## config.mk

```make
export PLATFORM = sky130hd
export DESIGN_NAME = mem_access
export DESIGN_NICKNAME = d
export VERILOG_FILES = /design/src/rtl/mem_access.sv
export SDC_FILE = /design/constraint.sdc
export NUM_CORES = 1
export LEC_CHECK = 0
export ABC_AREA = 1
export CAP_MARGIN = 20
export CORE_ASPECT_RATIO = 0.8
export CORE_MARGIN = 8
export CORE_UTILIZATION = 30
export DETAILED_ROUTE_END_ITERATION = 10
export PLACE_DENSITY_LB_ADDON = 0.12
export SLEW_MARGIN = 40
export SYNTH_ARGS = -nofsm -noshare
export SYNTH_HDL_FRONTEND = slang
export SYNTH_SLANG_ARGS = --single-unit
```

## constraint.sdc

```tcl
create_clock -name clk -period 1.45 [get_ports clk]
set_input_delay 0.145 -clock clk [delete_from_list [all_inputs] [get_ports clk]]
set_output_delay 0.145 -clock clk [all_outputs]
set_load 0.01 [all_outputs]
```

## src/rtl/mem_access.sv

```systemverilog
// Load/store stage: one req/ack bus transaction per request, with lane alignment and load extension.
// Optional bus-ack timeout is enabled by defining MEM_TIMEOUT_EN.
module mem_access #(
    parameter int DW      = 32,
    parameter int AW      = 32,
    parameter int RAW     = 5,
    parameter int TIMEOUT = 255
) (
    input  logic           clk,
    input  logic           rst,
    input  logic           mem_re_i,
    input  logic           mem_we_i,
    input  logic [AW-1:0]  mem_addr_i,
    input  logic [DW-1:0]  mem_wdata_i,
    input  logic [3:0]     byte_sel_i,
    input  logic           un_sign_i,
    input  logic [RAW-1:0] rd_waddr_i,
    output logic           bus_req_o,
    output logic           bus_we_o,
    output logic [AW-1:0]  bus_addr_o,
    output logic [3:0]     bus_wstrb_o,
    output logic [DW-1:0]  bus_wdata_o,
    input  logic           bus_ack_i,
    input  logic [DW-1:0]  bus_rdata_i,
    output logic           rd_we_o,
    output logic [RAW-1:0] rd_waddr_o,
    output logic [DW-1:0]  rd_wdata_o,
    output logic           hold_o,
    output logic           err_o
);

    localparam logic [1:0] IDLE = 2'd0;
    localparam logic [1:0] BUSY = 2'd1;
    localparam logic [1:0] DONE = 2'd2;

    localparam logic [3:0] SEL_B = 4'b0001;
    localparam logic [3:0] SEL_H = 4'b0011;
    localparam logic [3:0] SEL_W = 4'b1111;

    if (TIMEOUT < 1 || TIMEOUT > 255) begin : g_timeout_range
        $error("mem_access: TIMEOUT must be within 1..255");
    end

    function automatic logic [DW-1:0] replicate_store(input logic [DW-1:0] d, input logic [3:0] sel);
        logic [DW-1:0] r;
        case (sel)
            SEL_B:   r = {4{d[7:0]}};
            SEL_H:   r = {2{d[15:0]}};
            default: r = d;
        endcase
        return r;
    endfunction

    // un_sign set means the loaded value is sign-extended
    function automatic logic [DW-1:0] extend_load(input logic [DW-1:0] w, input logic [3:0] sel,
                                                  input logic sgn);
        logic [DW-1:0] r;
        case (sel)
            SEL_B:   r = sgn ? {{(DW-8){w[7]}}, w[7:0]} : {{(DW-8){1'b0}}, w[7:0]};
            SEL_H:   r = sgn ? {{(DW-16){w[15]}}, w[15:0]} : {{(DW-16){1'b0}}, w[15:0]};
            default: r = w;
        endcase
        return r;
    endfunction

    logic [1:0]     state_q, state_d;
    logic           bus_req_q, bus_req_d;
    logic           bus_we_q, bus_we_d;
    logic [AW-1:0]  bus_addr_q, bus_addr_d;
    logic [3:0]     bus_wstrb_q, bus_wstrb_d;
    logic [DW-1:0]  bus_wdata_q, bus_wdata_d;
    logic           rd_we_q, rd_we_d;
    logic [RAW-1:0] rd_waddr_q, rd_waddr_d;
    logic [DW-1:0]  rd_wdata_q, rd_wdata_d;
    logic           err_q, err_d;
    logic [1:0]     off_q, off_d;
    logic [3:0]     sel_q, sel_d;
    logic           sgn_q, sgn_d;
`ifdef MEM_TIMEOUT_EN
    localparam logic [7:0] TO_LAST = 8'(TIMEOUT - 1);
    logic [7:0]     cnt_q, cnt_d;
`endif

    logic           req_s;
    logic           illegal_s;
    logic [3:0]     strb_s;
    logic [DW-1:0]  shifted_s;
    logic           hold_s;

    assign req_s     = mem_re_i | mem_we_i;
    assign illegal_s = (mem_re_i & mem_we_i)
                     | ((byte_sel_i != SEL_B) && (byte_sel_i != SEL_H) && (byte_sel_i != SEL_W))
                     | ((byte_sel_i == SEL_H) && mem_addr_i[0])
                     | ((byte_sel_i == SEL_W) && (mem_addr_i[1:0] != 2'b00));
    assign strb_s    = byte_sel_i << mem_addr_i[1:0];
    assign shifted_s = bus_rdata_i >> {off_q, 3'b000};

    // Stall upstream while a request is pending or a transaction is in flight
    always_comb begin
        hold_s = 1'b0;
        case (state_q)
            IDLE:    hold_s = req_s;
            BUSY:    hold_s = 1'b1;
            default: hold_s = 1'b0;
        endcase
    end

    // Next-state and registered-output logic
    always_comb begin
        state_d     = state_q;
        bus_req_d   = bus_req_q;
        bus_we_d    = bus_we_q;
        bus_addr_d  = bus_addr_q;
        bus_wstrb_d = bus_wstrb_q;
        bus_wdata_d = bus_wdata_q;
        rd_we_d     = 1'b0;
        rd_waddr_d  = rd_waddr_q;
        rd_wdata_d  = rd_wdata_q;
        err_d       = 1'b0;
        off_d       = off_q;
        sel_d       = sel_q;
        sgn_d       = sgn_q;
`ifdef MEM_TIMEOUT_EN
        cnt_d       = cnt_q;
`endif
        case (state_q)
            IDLE: begin
                if (req_s && illegal_s) begin
                    err_d = 1'b1;
                end else if (req_s) begin
                    state_d     = BUSY;
                    bus_req_d   = 1'b1;
                    bus_we_d    = mem_we_i;
                    bus_addr_d  = {mem_addr_i[AW-1:2], 2'b00};
                    bus_wstrb_d = mem_we_i ? strb_s : 4'b0000;
                    bus_wdata_d = mem_we_i ? replicate_store(mem_wdata_i, byte_sel_i) : {DW{1'b0}};
                    rd_waddr_d  = rd_waddr_i;
                    off_d       = mem_addr_i[1:0];
                    sel_d       = byte_sel_i;
                    sgn_d       = un_sign_i;
`ifdef MEM_TIMEOUT_EN
                    cnt_d       = 8'd0;
`endif
                end else begin
                    state_d = IDLE;
                end
            end
            BUSY: begin
                if (bus_ack_i && bus_req_q) begin
                    bus_req_d = 1'b0;
                    state_d   = DONE;
                    if (!bus_we_q) begin
                        rd_we_d    = 1'b1;
                        rd_wdata_d = extend_load(shifted_s, sel_q, sgn_q);
                    end else begin
                        rd_we_d = 1'b0;
                    end
`ifdef MEM_TIMEOUT_EN
                end else if (cnt_q == TO_LAST) begin
                    bus_req_d = 1'b0;
                    err_d     = 1'b1;
                    state_d   = IDLE;
                end else begin
                    cnt_d = cnt_q + 8'd1;
                end
`else
                end else begin
                    state_d = BUSY;
                end
`endif
            end
            DONE:    state_d = IDLE;
            default: state_d = IDLE;
        endcase
    end

    // State and output registers with synchronous active-low reset
    always_ff @(posedge clk) begin
        if (!rst) begin
            state_q     <= IDLE;
            bus_req_q   <= 1'b0;
            bus_we_q    <= 1'b0;
            bus_addr_q  <= {AW{1'b0}};
            bus_wstrb_q <= 4'b0000;
            bus_wdata_q <= {DW{1'b0}};
            rd_we_q     <= 1'b0;
            rd_waddr_q  <= {RAW{1'b0}};
            rd_wdata_q  <= {DW{1'b0}};
            err_q       <= 1'b0;
            off_q       <= 2'b00;
            sel_q       <= 4'b0000;
            sgn_q       <= 1'b0;
`ifdef MEM_TIMEOUT_EN
            cnt_q       <= 8'd0;
`endif
        end else begin
            state_q     <= state_d;
            bus_req_q   <= bus_req_d;
            bus_we_q    <= bus_we_d;
            bus_addr_q  <= bus_addr_d;
            bus_wstrb_q <= bus_wstrb_d;
            bus_wdata_q <= bus_wdata_d;
            rd_we_q     <= rd_we_d;
            rd_waddr_q  <= rd_waddr_d;
            rd_wdata_q  <= rd_wdata_d;
            err_q       <= err_d;
            off_q       <= off_d;
            sel_q       <= sel_d;
            sgn_q       <= sgn_d;
`ifdef MEM_TIMEOUT_EN
            cnt_q       <= cnt_d;
`endif
        end
    end

    assign bus_req_o   = bus_req_q;
    assign bus_we_o    = bus_we_q;
    assign bus_addr_o  = bus_addr_q;
    assign bus_wstrb_o = bus_wstrb_q;
    assign bus_wdata_o = bus_wdata_q;
    assign rd_we_o     = rd_we_q;
    assign rd_waddr_o  = rd_waddr_q;
    assign rd_wdata_o  = rd_wdata_q;
    assign hold_o      = hold_s;
    assign err_o       = err_q;

endmodule
```

==> impl_metrics.py <==
metrics = {
    "cts": {
        "clk_transition_reported_paths_ns": 0.06,
        "worstSkewPairLatency_ns": 0.42,
        "cts_tree": "done",
        "ctsRootBufferMaster": "sky130_fd_sc_hd__clkbuf_16",
        "h-tree-depth": 4,
        "cts_made_buffers": 17,
        "clockBufferDepth": 2,
        "num_clock_sinks": 116,
    },
    "power": {
        "cellPowerDensity_mw_per_mm2": 991.8,
        "power.ir.vdd_worst_uv": 651.6,
        "p_leak_nw": 4.664,
    },
    "finish": {
        "post_route_cells_drive_above_1_share_pct": 14.61,
        "post-route-util_pct": 51.80,
        "syn2layout_area_growth_pct": 69.83,
        "final.fill_count": 1841,
        "finalInstanceArea_mm2": 0.009354,
        "area.sequential_mm2": 0.002328,
        "multi_input_comb_area_mm2": 0.002816,
        "n_antenna_cell": 0,
        "num-nets-final": 1207,
    },
    "place": {
        "place_worst_setup_slack_ns": -0.5019,
        "place_congestion": 0.8472,
        "placed_cell_area_mm2": 0.008300,
        "io_buffer_count": 218,
        "dp_hpwl_mm": 15.50,
    },
    "synthesis": {
        "synth_async_sr_flop_share_pct": 0,
        "synth_warnings": 0,
        "synth_seq_cells": 116,
        "synth-seq-area-share_pct": 42.16,
        "post_synth_inst_count": 834,
        "syn-cell-area_mm2": 0.005508,
        "syn_avg_cell_area_um2": 6.604,
        "synth_top_flop_cell": "sky130_fd_sc_hd__dfxtp_1",
        "netlist-cell-type-count": 27,
        "synth_enable_flop_cells": 0,
    },
    "setup_path": {
        "startpoint_type": "flop",
        "cp_cell_sequence": "nand2_2, inv_2, nand3_4, nor2_4, clkinvlp_4, nor2_1, nand3_1, nand2_1, inv_1",
        "critPathCaptureType": "flop",
        "cp_data_required_time_ns": 1.76,
        "crit_path_top_delay_cell": "sky130_fd_sc_hd__dfxtp_2",
        "worst_ep_arrival_time_ns": 1.72,
        "critical_path_peak_fanout": 9,
        "max_stage_delay_ns": 0.33,
        "worst-setup-path-type": "reg2reg",
        "critical_path.top_delay_family": "simple AND/OR/NAND/NOR gates",
        "buffer_and_inverter_count_on_the_worst_path": 3,
    },
    "timing": {
        "slew_headroom_pct": 63.47,
        "setup_ws_ns": 0.04623,
        "setup_viol": 0,
        "hold_viol": 0,
        "min_period_over_period_pct": 96.81,
        "layout_min_cycle_time_ns": 1.404,
        "finClkSkew_ns": 0.009340,
        "tightestPinTransition_ns": 0.5480,
        "clock.fmax_ghz": 0.7124,
        "rsz_0062_raised_after_global_routing": "yes",
        "final.setup.tns_ns": 0,
        "maxSlewViolCount": 0,
    },
    "hold_path": {
        "min-delay-path-class": "in2reg",
    },
    "detailed_routing": {
        "routed_wirelength_mm": 22.04,
        "vias": 6281,
        "drt_iter0_drc": 432,
        "wire_per_inst_um": 16.46,
        "detail_route.vias_per_cell": 4.691,
        "postRouteAntennaNets": 0,
        "detail_route.drc_violations": 0,
        "drt-pass1-iter-count": 4,
    },
    "grt": {
        "first_global_vias": 5931,
        "overflow": 0,
        "initial_antenna_violation_count": 2,
        "all_layer_gr_usage_pct": 17.80,
        "global_route_wire_length_before_repair_mm": 32.51,
        "grt_start_max_net_pins": 56,
    },
    "floorplanning": {
        "start_util_pct": 30.50,
        "die_ar_mm2": 0.02298,
        "fp-row-count": 44,
        "number_of_top_level_pins": 221,
        "chipHeight_um": 137.2,
        "die_w_um": 167.5,
        "core_region_area_mm2": 0.01806,
    },
    "run_status": {
        "outcome": "completed",
    },
    "run": {
        "drv.max_cap_violation_count": 0,
    },
}
[area by class of cell]
cell class / instances / area share, %
Clock inverter: 14 / 1.873
Multi-Input combinational cell: 601 / 30.11
Sequential cell: 116 / 24.89
Tap cell: 230 / 3.077
Clock buffer: 18 / 4.695
Timing Repair Buffer: 297 / 32.62
Inverter: 63 / 2.729
[cells in the mapped netlist, types with 2 or more instances]
cell type                  instances  area share [%]
sky130_fd_sc_hd__nand2_1         167              11
sky130_fd_sc_hd__inv_1            57             3.9
sky130_fd_sc_hd__a21oi_1          46             4.2
sky130_fd_sc_hd__nor2_2            2            0.23
sky130_fd_sc_hd__buf_4            10             1.4
sky130_fd_sc_hd__nand2_2           3            0.34
sky130_fd_sc_hd__a31oi_1           8            0.91
sky130_fd_sc_hd__or2_2             7            0.80
sky130_fd_sc_hd__clkbuf_1         37             2.5
sky130_fd_sc_hd__dfxtp_1         116              42
sky130_fd_sc_hd__clkinv_1          4            0.27
sky130_fd_sc_hd__buf_2             3            0.27
sky130_fd_sc_hd__nand3_1          86             7.8
sky130_fd_sc_hd__nor2_1          167              11
sky130_fd_sc_hd__buf_6             3            0.61
sky130_fd_sc_hd__o21ai_0          78             7.1
sky130_fd_sc_hd__o211ai_1         14             1.9
sky130_fd_sc_hd__inv_2             2            0.14
sky130_fd_sc_hd__nor3_1            8            0.73
sky130_fd_sc_hd__nand3b_1          9             1.2
[placed cells by master, fill, tap and decap left out, types with 3 or more instances in the layout]
cell,synthesis,routed
sky130_fd_sc_hd__nand2_1,167,161
sky130_fd_sc_hd__nor2_1,167,155
sky130_fd_sc_hd__dfxtp_1,116,113
sky130_fd_sc_hd__clkdlybuf4s50_1,0,107
sky130_fd_sc_hd__dlygate4sd2_1,0,86
sky130_fd_sc_hd__nand3_1,86,81
sky130_fd_sc_hd__o21ai_0,78,62
sky130_fd_sc_hd__inv_1,57,54
sky130_fd_sc_hd__buf_4,10,50
sky130_fd_sc_hd__a21oi_1,46,46
sky130_fd_sc_hd__clkbuf_16,0,25
sky130_fd_sc_hd__dlymetal6s2s_1,0,23
sky130_fd_sc_hd__o211ai_1,14,14
sky130_fd_sc_hd__o21ai_1,0,13
sky130_fd_sc_hd__buf_12,0,10
sky130_fd_sc_hd__nor2_2,2,9
sky130_fd_sc_hd__nand3b_1,9,9
sky130_fd_sc_hd__buf_6,3,9
sky130_fd_sc_hd__nor3_1,8,8
sky130_fd_sc_hd__a31oi_1,8,8
sky130_fd_sc_hd__nand2_2,3,7
sky130_fd_sc_hd__or2_2,7,7
sky130_fd_sc_hd__nor2_4,1,6
sky130_fd_sc_hd__nand3_2,0,4
sky130_fd_sc_hd__clkinvlp_4,0,4
sky130_fd_sc_hd__inv_6,0,4
sky130_fd_sc_hd__o21ai_2,0,3
sky130_fd_sc_hd__inv_2,2,3
sky130_fd_sc_hd__clkinv_1,4,3
sky130_fd_sc_hd__bufinv_16,0,3
[where the power goes]
group | internal (mW) | total (mW) | leakage (nW) | switching (mW)
Sequential | 3.29 | 3.35 | 0.941 | 0.0549
Clock | 2.77 | 4.41 | 0.294 | 1.65
Combinational | 0.756 | 1.52 | 3.43 | 0.761
[cells by family after synthesis]
group / count (synthesis) / synth area share [%]
compound gates: 147 / 14.22
buf+inv: 118 / 9.223
flops: 116 / 42.16
other cells: 1 / 0.06809
simple gates: 452 / 34.33
[registers in the layout, summed over array words and instances (netlist names)]
name and flops:
bus_wstrb_o 4, bus_we_o 1, err_o 1, rd_wdata_o 32
bus_addr_o 30, sel_q 4, rd_we_o 1, rd_waddr_o 5
off_q 2, sgn_q 1, state_q 2, bus_wdata_o 32
bus_req_o 1
[timing repair]
item,CTS,global route
hold buffers,0,0
resized for setup,103,91
cloned,1,9
setup buffers,0,5
pin swaps,1,6
setup endpoints to repair,150,128
[stage by stage]
stage | power, mW | hold slack [ns] | cells
5_1_grt | 9.672 | 0.1837 | 1339
3_5_place_dp | 4.859 | 0.4526 | 1292
4_1_cts | 9.273 | 0.1717 | 1325
3_3_place_gp | 4.861 | 0.4493 | 1292
6_report | 9.277 | 0.1774 | 1339
2_1_floorplan | 4.054 | 0.3081 | 835
[worst paths after layout]
path                                startpoint        endpoint  slack [ns]  cells past startpoint
worst max-delay path                 bus_req_o  rd_wdata_o[29]        0.05                      9
worst min-delay path                       rst      state_q[1]        0.18                      3
worst max register to register       bus_req_o  rd_wdata_o[29]        0.05                      9
worst min register to register  bus_wstrb_o[0]  bus_wstrb_o[0]        0.45                      2
[routing by layer]
layer,GRT usage (%),part of all wire (%),up-vias
li1,-,-,3228
met1,24.59,49,2835
met2,25.33,42,195
met3,6.844,8.1,19
met4,4.750,0.97,4
met5,0,0.11,-
[tightest hold or removal path, cell delays in order]
cell and delay (ns):
sky130_fd_sc_hd__buf_2 0.11, sky130_fd_sc_hd__inv_2 0.15, sky130_fd_sc_hd__nor2_1 0.13
No activity file was read; power rests on OpenSTA's default activity.
